==> config.mk <==
export PLATFORM = sky130hd
export DESIGN_NAME = fminmax_reduce
export DESIGN_NICKNAME = d
export VERILOG_FILES = /design/src/rtl/fpu_pkg.sv /design/src/rtl/fminmax_cmp.sv /design/src/rtl/fminmax_reduce.sv
export SDC_FILE = /design/constraint.sdc
export NUM_CORES = 1
export LEC_CHECK = 0
export BUFFER_PORTS_ARGS = -buffer_cell sky130_fd_sc_hd__buf_4
export CORE_MARGIN = 8
export CORE_UTILIZATION = 49
export CTS_BUF_LIST = sky130_fd_sc_hd__clkbuf_4 sky130_fd_sc_hd__clkbuf_8
export DETAILED_ROUTE_END_ITERATION = 8
export PLACE_DENSITY = 0.84
export SETUP_SLACK_MARGIN = 0.3
export SKIP_LAST_GASP = 1
export SLEW_MARGIN = 10
export SYNTH_ARGS = -nofsm -noshare
export SYNTH_HDL_FRONTEND = slang
export SYNTH_SLANG_ARGS = --single-unit
==> constraint.sdc <==
create_clock -name clk -period 2.99 [get_ports clk]
set_input_delay 0.598 -clock clk [delete_from_list [all_inputs] [get_ports clk]]
set_output_delay 0.598 -clock clk [all_outputs]
set_load 0.1 [all_outputs]
==> src/rtl/fpu_pkg.sv <==
// Shared FPU definitions: reduction FSM states, element-width helper,
// canonical quiet-NaN pattern and NaN classification for sign-magnitude
// floating-point formats of arbitrary exponent/mantissa width (up to 64 bits).
package fpu_pkg;

   typedef enum logic [1:0] {
      ST_IDLE  = 2'd0,
      ST_ACCUM = 2'd1,
      ST_DONE  = 2'd2
   } state_e;

   // Element width: sign + exponent + mantissa.
   function automatic int calc_w(input int exp_w, input int man_w);
      return 1 + exp_w + man_w;
   endfunction

   // Canonical qNaN: positive sign, all-ones exponent, mantissa MSB set.
   function automatic logic [63:0] qnan_bits(input int exp_w, input int man_w);
      logic [63:0] v;
      v = '0;
      for (int i = 0; i < 64; i++) begin
         if (i >= man_w && i < man_w + exp_w) v[i] = 1'b1;
      end
      v[man_w-1] = 1'b1;
      return v;
   endfunction

   // NaN: exponent all ones and a non-zero mantissa.
   function automatic logic is_nan(input logic [63:0] val, input int exp_w, input int man_w);
      logic exp_ones;
      logic man_nz;
      exp_ones = 1'b1;
      man_nz   = 1'b0;
      for (int i = 0; i < 64; i++) begin
         if (i < man_w) man_nz = man_nz | val[i];
         else if (i < man_w + exp_w) exp_ones = exp_ones & val[i];
      end
      return exp_ones & man_nz;
   endfunction

endpackage

==> src/rtl/fminmax_cmp.sv <==
// Combinational sign-magnitude compare: sel_b says whether candidate b should
// replace the running value a under the current min/max mode. Ties keep a.
// With FMINMAX_NAN_EN a NaN never wins against a number and a number always
// wins against a NaN.
module fminmax_cmp
   import fpu_pkg::*;
#(
   parameter int EXP_W = 8,
   parameter int MAN_W = 23
) (
   input  logic [EXP_W+MAN_W:0] a,
   input  logic [EXP_W+MAN_W:0] b,
   input  logic                 mode_max,
   output logic                 sel_b
);

   localparam int W = calc_w(EXP_W, MAN_W);

   logic             sa, sb;
   logic [W-2:0]     ma, mb;
   logic             b_lt_a, b_gt_a, order_sel;

   assign sa = a[W-1];
   assign sb = b[W-1];
   assign ma = a[W-2:0];
   assign mb = b[W-2:0];

   // Strict ordering; differing signs also covers -0 < +0.
   always_comb begin
      b_lt_a = 1'b0;
      b_gt_a = 1'b0;
      if (sa != sb) begin
         b_lt_a = sb;
         b_gt_a = sa;
      end else if (!sa) begin
         b_lt_a = (mb < ma);
         b_gt_a = (mb > ma);
      end else begin
         b_lt_a = (mb > ma);
         b_gt_a = (mb < ma);
      end
      order_sel = mode_max ? b_gt_a : b_lt_a;
   end

`ifdef FMINMAX_NAN_EN
   logic a_nan, b_nan;
   assign a_nan = is_nan(64'(a), EXP_W, MAN_W);
   assign b_nan = is_nan(64'(b), EXP_W, MAN_W);

   // minNum/maxNum: numbers dominate NaNs regardless of ordering.
   always_comb begin
      sel_b = order_sel;
      if (b_nan)      sel_b = 1'b0;
      else if (a_nan) sel_b = 1'b1;
   end
`else
   assign sel_b = order_sel;
`endif

endmodule

==> src/rtl/fminmax_reduce.sv <==
// Streaming min/max reduction over valid/ready packets. Emits one registered
// result per packet with a saturating beat count.
// Optional macro FMINMAX_NAN_EN: IEEE minNum/maxNum NaN handling and out_nan.
//
// state    | meaning
// ST_IDLE  | accumulator empty, waiting for first beat of a packet
// ST_ACCUM | packet in progress, folding beats into accumulator
// ST_DONE  | result presented, input stalled until out_ready
module fminmax_reduce
   import fpu_pkg::*;
#(
   parameter int EXP_W = 8,
   parameter int MAN_W = 23,
   parameter int CNT_W = 16
) (
   input  logic                 clk,
   input  logic                 rst_n,
   input  logic                 mode_max_i,
   input  logic                 in_valid,
   output logic                 in_ready,
   input  logic [EXP_W+MAN_W:0] in_data,
   input  logic                 in_last,
   output logic                 out_valid,
   input  logic                 out_ready,
   output logic [EXP_W+MAN_W:0] out_data,
   output logic [CNT_W-1:0]     out_count,
   output logic                 out_nan
);

   localparam int W = calc_w(EXP_W, MAN_W);

   state_e           state_q, state_d;
   logic [W-1:0]     acc_q, acc_d;
   logic             mode_q, mode_d;
   logic [CNT_W-1:0] count_q, count_d;
   logic [W-1:0]     load_val;
   logic             sel_b;
   logic             accept;

   fminmax_cmp #(
      .EXP_W (EXP_W),
      .MAN_W (MAN_W)
   ) u_cmp (
      .a        (acc_q),
      .b        (in_data),
      .mode_max (mode_q),
      .sel_b    (sel_b)
   );

`ifdef FMINMAX_NAN_EN
   localparam logic [63:0]  QNAN_FULL = qnan_bits(EXP_W, MAN_W);
   localparam logic [W-1:0] QNAN      = QNAN_FULL[W-1:0];

   logic in_nan;
   logic nan_q, nan_d;

   // NaNs are canonicalised on load so an all-NaN packet ends as the qNaN.
   assign in_nan   = is_nan(64'(in_data), EXP_W, MAN_W);
   assign load_val = in_nan ? QNAN : in_data;

   // Sticky per-packet NaN flag.
   always_comb begin
      nan_d = nan_q;
      if (accept) nan_d = (state_q == ST_IDLE) ? in_nan : (nan_q | in_nan);
   end

   // NaN flag register; cleared on reset so an aborted packet leaves no trace.
   always_ff @(posedge clk or negedge rst_n) begin
      if (!rst_n) nan_q <= 1'b0;
      else        nan_q <= nan_d;
   end

   assign out_nan = nan_q;
`else
   assign load_val = in_data;
   assign out_nan  = 1'b0;
`endif

   assign accept = in_valid & in_ready;

   // Next-state, accumulator and handshake logic.
   always_comb begin
      state_d   = state_q;
      acc_d     = acc_q;
      mode_d    = mode_q;
      count_d   = count_q;
      in_ready  = 1'b1;
      out_valid = 1'b0;
      unique case (state_q)
         ST_IDLE: begin
            if (accept) begin
               acc_d   = load_val;
               mode_d  = mode_max_i;
               count_d = CNT_W'(1);
               state_d = in_last ? ST_DONE : ST_ACCUM;
            end
         end
         ST_ACCUM: begin
            if (accept) begin
               if (sel_b) acc_d = load_val;
               if (count_q != '1) count_d = count_q + 1'b1;
               if (in_last) state_d = ST_DONE;
            end
         end
         ST_DONE: begin
            in_ready  = 1'b0;
            out_valid = 1'b1;
            if (out_ready) state_d = ST_IDLE;
         end
         default: state_d = ST_IDLE;
      endcase
   end

   // State and datapath registers; acc/count double as the held outputs.
   always_ff @(posedge clk or negedge rst_n) begin
      if (!rst_n) begin
         state_q <= ST_IDLE;
         acc_q   <= '0;
         mode_q  <= 1'b0;
         count_q <= '0;
      end else begin
         state_q <= state_d;
         acc_q   <= acc_d;
         mode_q  <= mode_d;
         count_q <= count_d;
      end
   end

   assign out_data  = acc_q;
   assign out_count = count_q;

endmodule
After elaboration in Yosys (flattened, before gate mapping)
Cells that the tools add are included.
{"block": "totals", "reg_bits": 51, "input_bits": 38, "out_inout_bits": 51}
{"block": "classes", "add_sub_neg": 1, "n_lt_le_gt_ge": 2, "eq_ne": 10, "muxes": 21, "n_bitwise": 1, "reduce_logical": 6}
{"cell": "$mux W32", "n": 3}
{"cell": "$pmux W32 S2", "n": 1}
{"cell": "$mux W16", "n": 3}
{"cell": "$pmux W16 S2", "n": 1}
{"cell": "$gt A31 B31 Y1", "n": 1}
{"cell": "$lt A31 B31 Y1", "n": 1}
{"cell": "$add A16 B1 Y16 const B", "n": 1}
{"cell": "$ne A16 B16 Y1 const B", "n": 1}
{"cell": "$ne A2 B2 Y1 const B", "n": 6}
{"cell": "$reduce_and A4 Y1", "n": 3}
{"cell": "$mux W2", "n": 5}
{"cell": "$mux W1", "n": 7}
{"cell": "$pmux W2 S3", "n": 1}
{"cell": "$eq A2 B1 Y1 const B", "n": 1}
{"cell": "$eq A2 B2 Y1 const B", "n": 1}
{"cell": "$logic_not A2 Y1", "n": 1}
{"cell": "$reduce_and A2 Y1", "n": 1}
{"cell": "$reduce_bool A2 Y1", "n": 1}
{"cell": "$and A1 B1 Y1", "n": 1}
{"cell": "$ne A1 B1 Y1", "n": 1}

Logic depth before layout (Yosys ltp)
{"block": "depth", "word_depth": 7, "mapped_depth": 11, "mapped_depth_nobuf": 10}

Cells and area by module
A second synthesis with hierarchy kept.
{"block": "hier_totals", "hier_cells": 314, "hier_area_um2": 3246.9}
{"module": "fminmax_reduce", "instances": 1, "cells_each": 198, "area_each_um2": 2416.1}
{"module": "fminmax_cmp", "instances": 1, "cells_each": 116, "area_each_um2": 830.8}

Least setup slack after synthesis
No wires, ideal clock.
{"block": "synth_timing", "path_kind": "register -> register", "from": "register acc_q[29] (netlist: out_data[29])", "to": "register acc_q[31] (netlist: out_data[31])", "setup_ps": 126, "arrival_ps": 2875, "required_ps": 2864, "slack_ps": -11, "path_stages_with_launch": 12, "path_buffers": 1, "cell_sequence": "dfrtp_1 inv_1 ha_1 nand4_4 nor3_2 a22oi_1 o211ai_2 a21oi_1 or3_4 nand3_4 buf_12 mux2_4"}
{"block": "synth_between", "elab_chain_cells": 6, "elab_cells_between_ends": 9}
{"element": "start: declaration", "line_no": "fminmax_reduce.sv:33", "text": "logic [W-1:0] acc_q, acc_d;"}
{"element": "start signal: assignment", "line_no": "fminmax_reduce.sv:118", "text": "acc_q <= '0;"}
{"element": "start signal: assignment", "line_no": "fminmax_reduce.sv:123", "text": "acc_q <= acc_d;"}
{"element": "$lt A31 B31 Y1 or $gt A31 B31 Y1 (tied branches)"}
{"element": "$mux W1", "line_no": "fminmax_cmp.sv:35", "text": "end else if (!sa) begin"}
{"element": "$mux W1", "line_no": "fminmax_cmp.sv:32", "text": "if (sa != sb) begin"}
{"element": "$mux W1 *", "line_no": "fminmax_cmp.sv:42", "text": "order_sel = mode_max ? b_gt_a : b_lt_a;"}
{"element": "$ne A2 B2 Y1 (no line) *"}
{"element": "$reduce_and A4 Y1 (no line) *"}
Every way passes the cells marked *; elsewhere a longest branch is shown, timed or not.
A chain may end at the register's enable or synchronous reset.

Worst setup path in the final report
{"block": "layout_timing", "from": "register acc_q[6] (netlist: out_data[6])", "to": "register acc_q[29] (netlist: out_data[29])"}
The elaborated chain is that of the path after synthesis.

==> metrics <==
met2 WL post-DR 3500 µm; Setup crit end kind flip-flop; routed wire length per instance 16.0 µm; Hold Path Class input port to async pin; total grt overflow 0; fin nets 443; setup TNS 0 ps; drt total wl 7200 µm; first-pass GRT wire length 11900 µm; Peak Freq 389 MHz; crit path kind flip-flop to flip-flop; Tcrit/Tclk final 0.860; clk buf depth 2; reg2reg path depth 11; Mapped Cells 280; Seq/Total Area, Yosys 0.403; DP Area 3960 µm²; Power per Cell Area 883 nW/µm²; H-tree Lvls 2; TritonCTS clock tree done; worst slew pin tran 640 ps; area grow syn2layout 28.5%; vias per std cell 5.22; IO Port Bufs 87; clock-pin slew on the worst setup and hold paths 90 ps; Yosys cell types 43; status complete, no violations; vias in the first global route 2511; TritonRoute pass-1 iters 4; final slew viol count 0; CTS buffer count 5; Synth top cells by count dfrtp_1, inv_1, ha_1; routed length on met1 3050 µm; count leader, synth dfrtp_1; synth top area cells dfrtp_1, mux2_4, ha_1, inv_1, a21oi_1; Ports 89; Die ar. 9290 µm²; hpwl dp 5820 µm; ys async rst share 1.00; uppermost routed layer met4; critical path arrival 2760 ps; initial antenna violation count 0; Post-Syn Area 3160 µm²; Yosys reg bits 51; Diodes inserted 0; main flop type after synthesis dfrtp_1; max_slew headroom 0.573; Sink Count 51; Post-CTS Setup Inserts 0; RSZ-0062 raised after global routing true; post-layout min period 2570 ps; Yosys warnings 0; overall power 3.59 mW; root buf cell clkbuf_8; Yosys top cell by area dfrtp_1; syn_nets 350; Req. time, crit path 3180 ps; post-route cell area 4070 µm²; largest net degree at the start of global routing 52; metal3 WL 569 µm; Placer Congestion 0.760; Startpoint Class flip-flop; core area 6310 µm²; DRC 0; max_cap viols 0; Crit Path Max Fanout 11; final hold viol count 0; gr usage total 0.163; Hold Buf Count CTS 0; antenna viol nets, final 0; die height 96.4 µm; synthesized area per cell 11.3 µm²; vias 2356; Die W 96.4 µm; Setup Skew 10.4 ps; final setup vio count 0; drt initial violations 71; Leak Pwr 2.02 nW; Skew-Pair Late Insertion Delay 300 ps; area share of the largest cell type after synthesis 0.403; Initial Util 0.501; peak supply drop 602 µV; Post-synth EDFFs 0; row cnt 29; ratio of cells with drive above 1 in the final layout 0.479
[power breakdown]
| group | switching [mW] | internal, mW |
|---|---|---|
| clock network | 0.232 | 0.189 |
| registers | 0.146 | 0.871 |
| logic | 1.53 | 0.624 |
[worst paths after layout]
path	startpoint	endpoint	slack, ps
max	out_data[6]	out_data[29]	420
min in group clk	out_ready	state_q[1]	490
min reg2reg	state_q[1]	state_q[0]	500
max in group asynchronous	rst_n	out_data[26]	2190
max reg2reg	out_data[6]	out_data[29]	420
min	rst_n	out_count[4]	310
[registers in the layout (all words and copies together) (netlist names)]
| signal | count |
|---|---|
| out_data | 32 |
| out_count | 16 |
| state_q | 2 |
| mode_q | 1 |
[timing repair]
action | in CTS | in global routing
setup endpoints to repair | 0 | 31
endpoints found under the hold margin | 0 | 0
gates resized for setup | 0 | 2
[layout by cell type (no fill, tap or decap), types with 5 or more instances in the layout]
| cell type | count |
|---|---|
| mux2_4 | 30 |
| dfrtp_2 | 28 |
| nand2_1 | 14 |
| xnor2_1 | 7 |
| dfrtp_1 | 18 |
| nand3_1 | 7 |
| dfrtp_4 | 5 |
| nand4_1 | 9 |
| clkbuf_8 | 6 |
| inv_1 | 35 |
| a21oi_1 | 15 |
| buf_4 | 88 |
| xor2_1 | 6 |
| nor2_1 | 17 |
| o21ai_0 | 7 |
| ha_1 | 32 |
[per-stage QoR]
step                      std cells   util  setup slack [ps]  hold WS (ps)
after global placement          443  0.628               139           488
final                           451  0.644               419           308
after global routing            451  0.644               287           348
after CTS                       451  0.643               393           345
after floorplan                 280      -               300           302
after detailed placement        443  0.628               105           489
[final cells by class]
type	instances	area [µm²]
sequential	51	1330
clock buffer	6	82.6
timing repair buffer	91	721
multi-input combinational	189	1690
tap	77	96.3
inverter	35	131
fill	509	2250
clock inverter	2	16.3
[worst max-delay path: stages (launching register included)]
cell	delay [ps]
dfrtp_4	420
inv_1	40
ha_1	280
nand4_1	140
a21oi_2	130
nor3_1	60
o31ai_1	260
a21oi_1	130
or3_4	390
nand3_4	120
buf_12	160
mux2_2	340
[kinds of logic (layout without fill, tap and decap cells)]
kind of cell	Yosys count	after routing	share of synthesized area
xor gates and xnor gates	13	13	0.0360
and+or+nand+nor	75	75	0.145
DFF	51	51	0.403
AOI/OAI and AO/OA	34	34	0.0676
buffers and inverters	40	134	0.0641
adders and majority gates	32	32	0.127
other	1	1	0.00119
muxes	34	34	0.156
[layer usage]
| layer | vias up | track usage |
|---|---|---|
| met2 | 65 | 0.270 |
| met3 | 8 | 0.0445 |
| met4 | 0 | 0.0353 |
| li1 | 1163 | - |
| met5 | - | 0 |
| met1 | 1120 | 0.206 |
(Power assumes the default switching activity.)
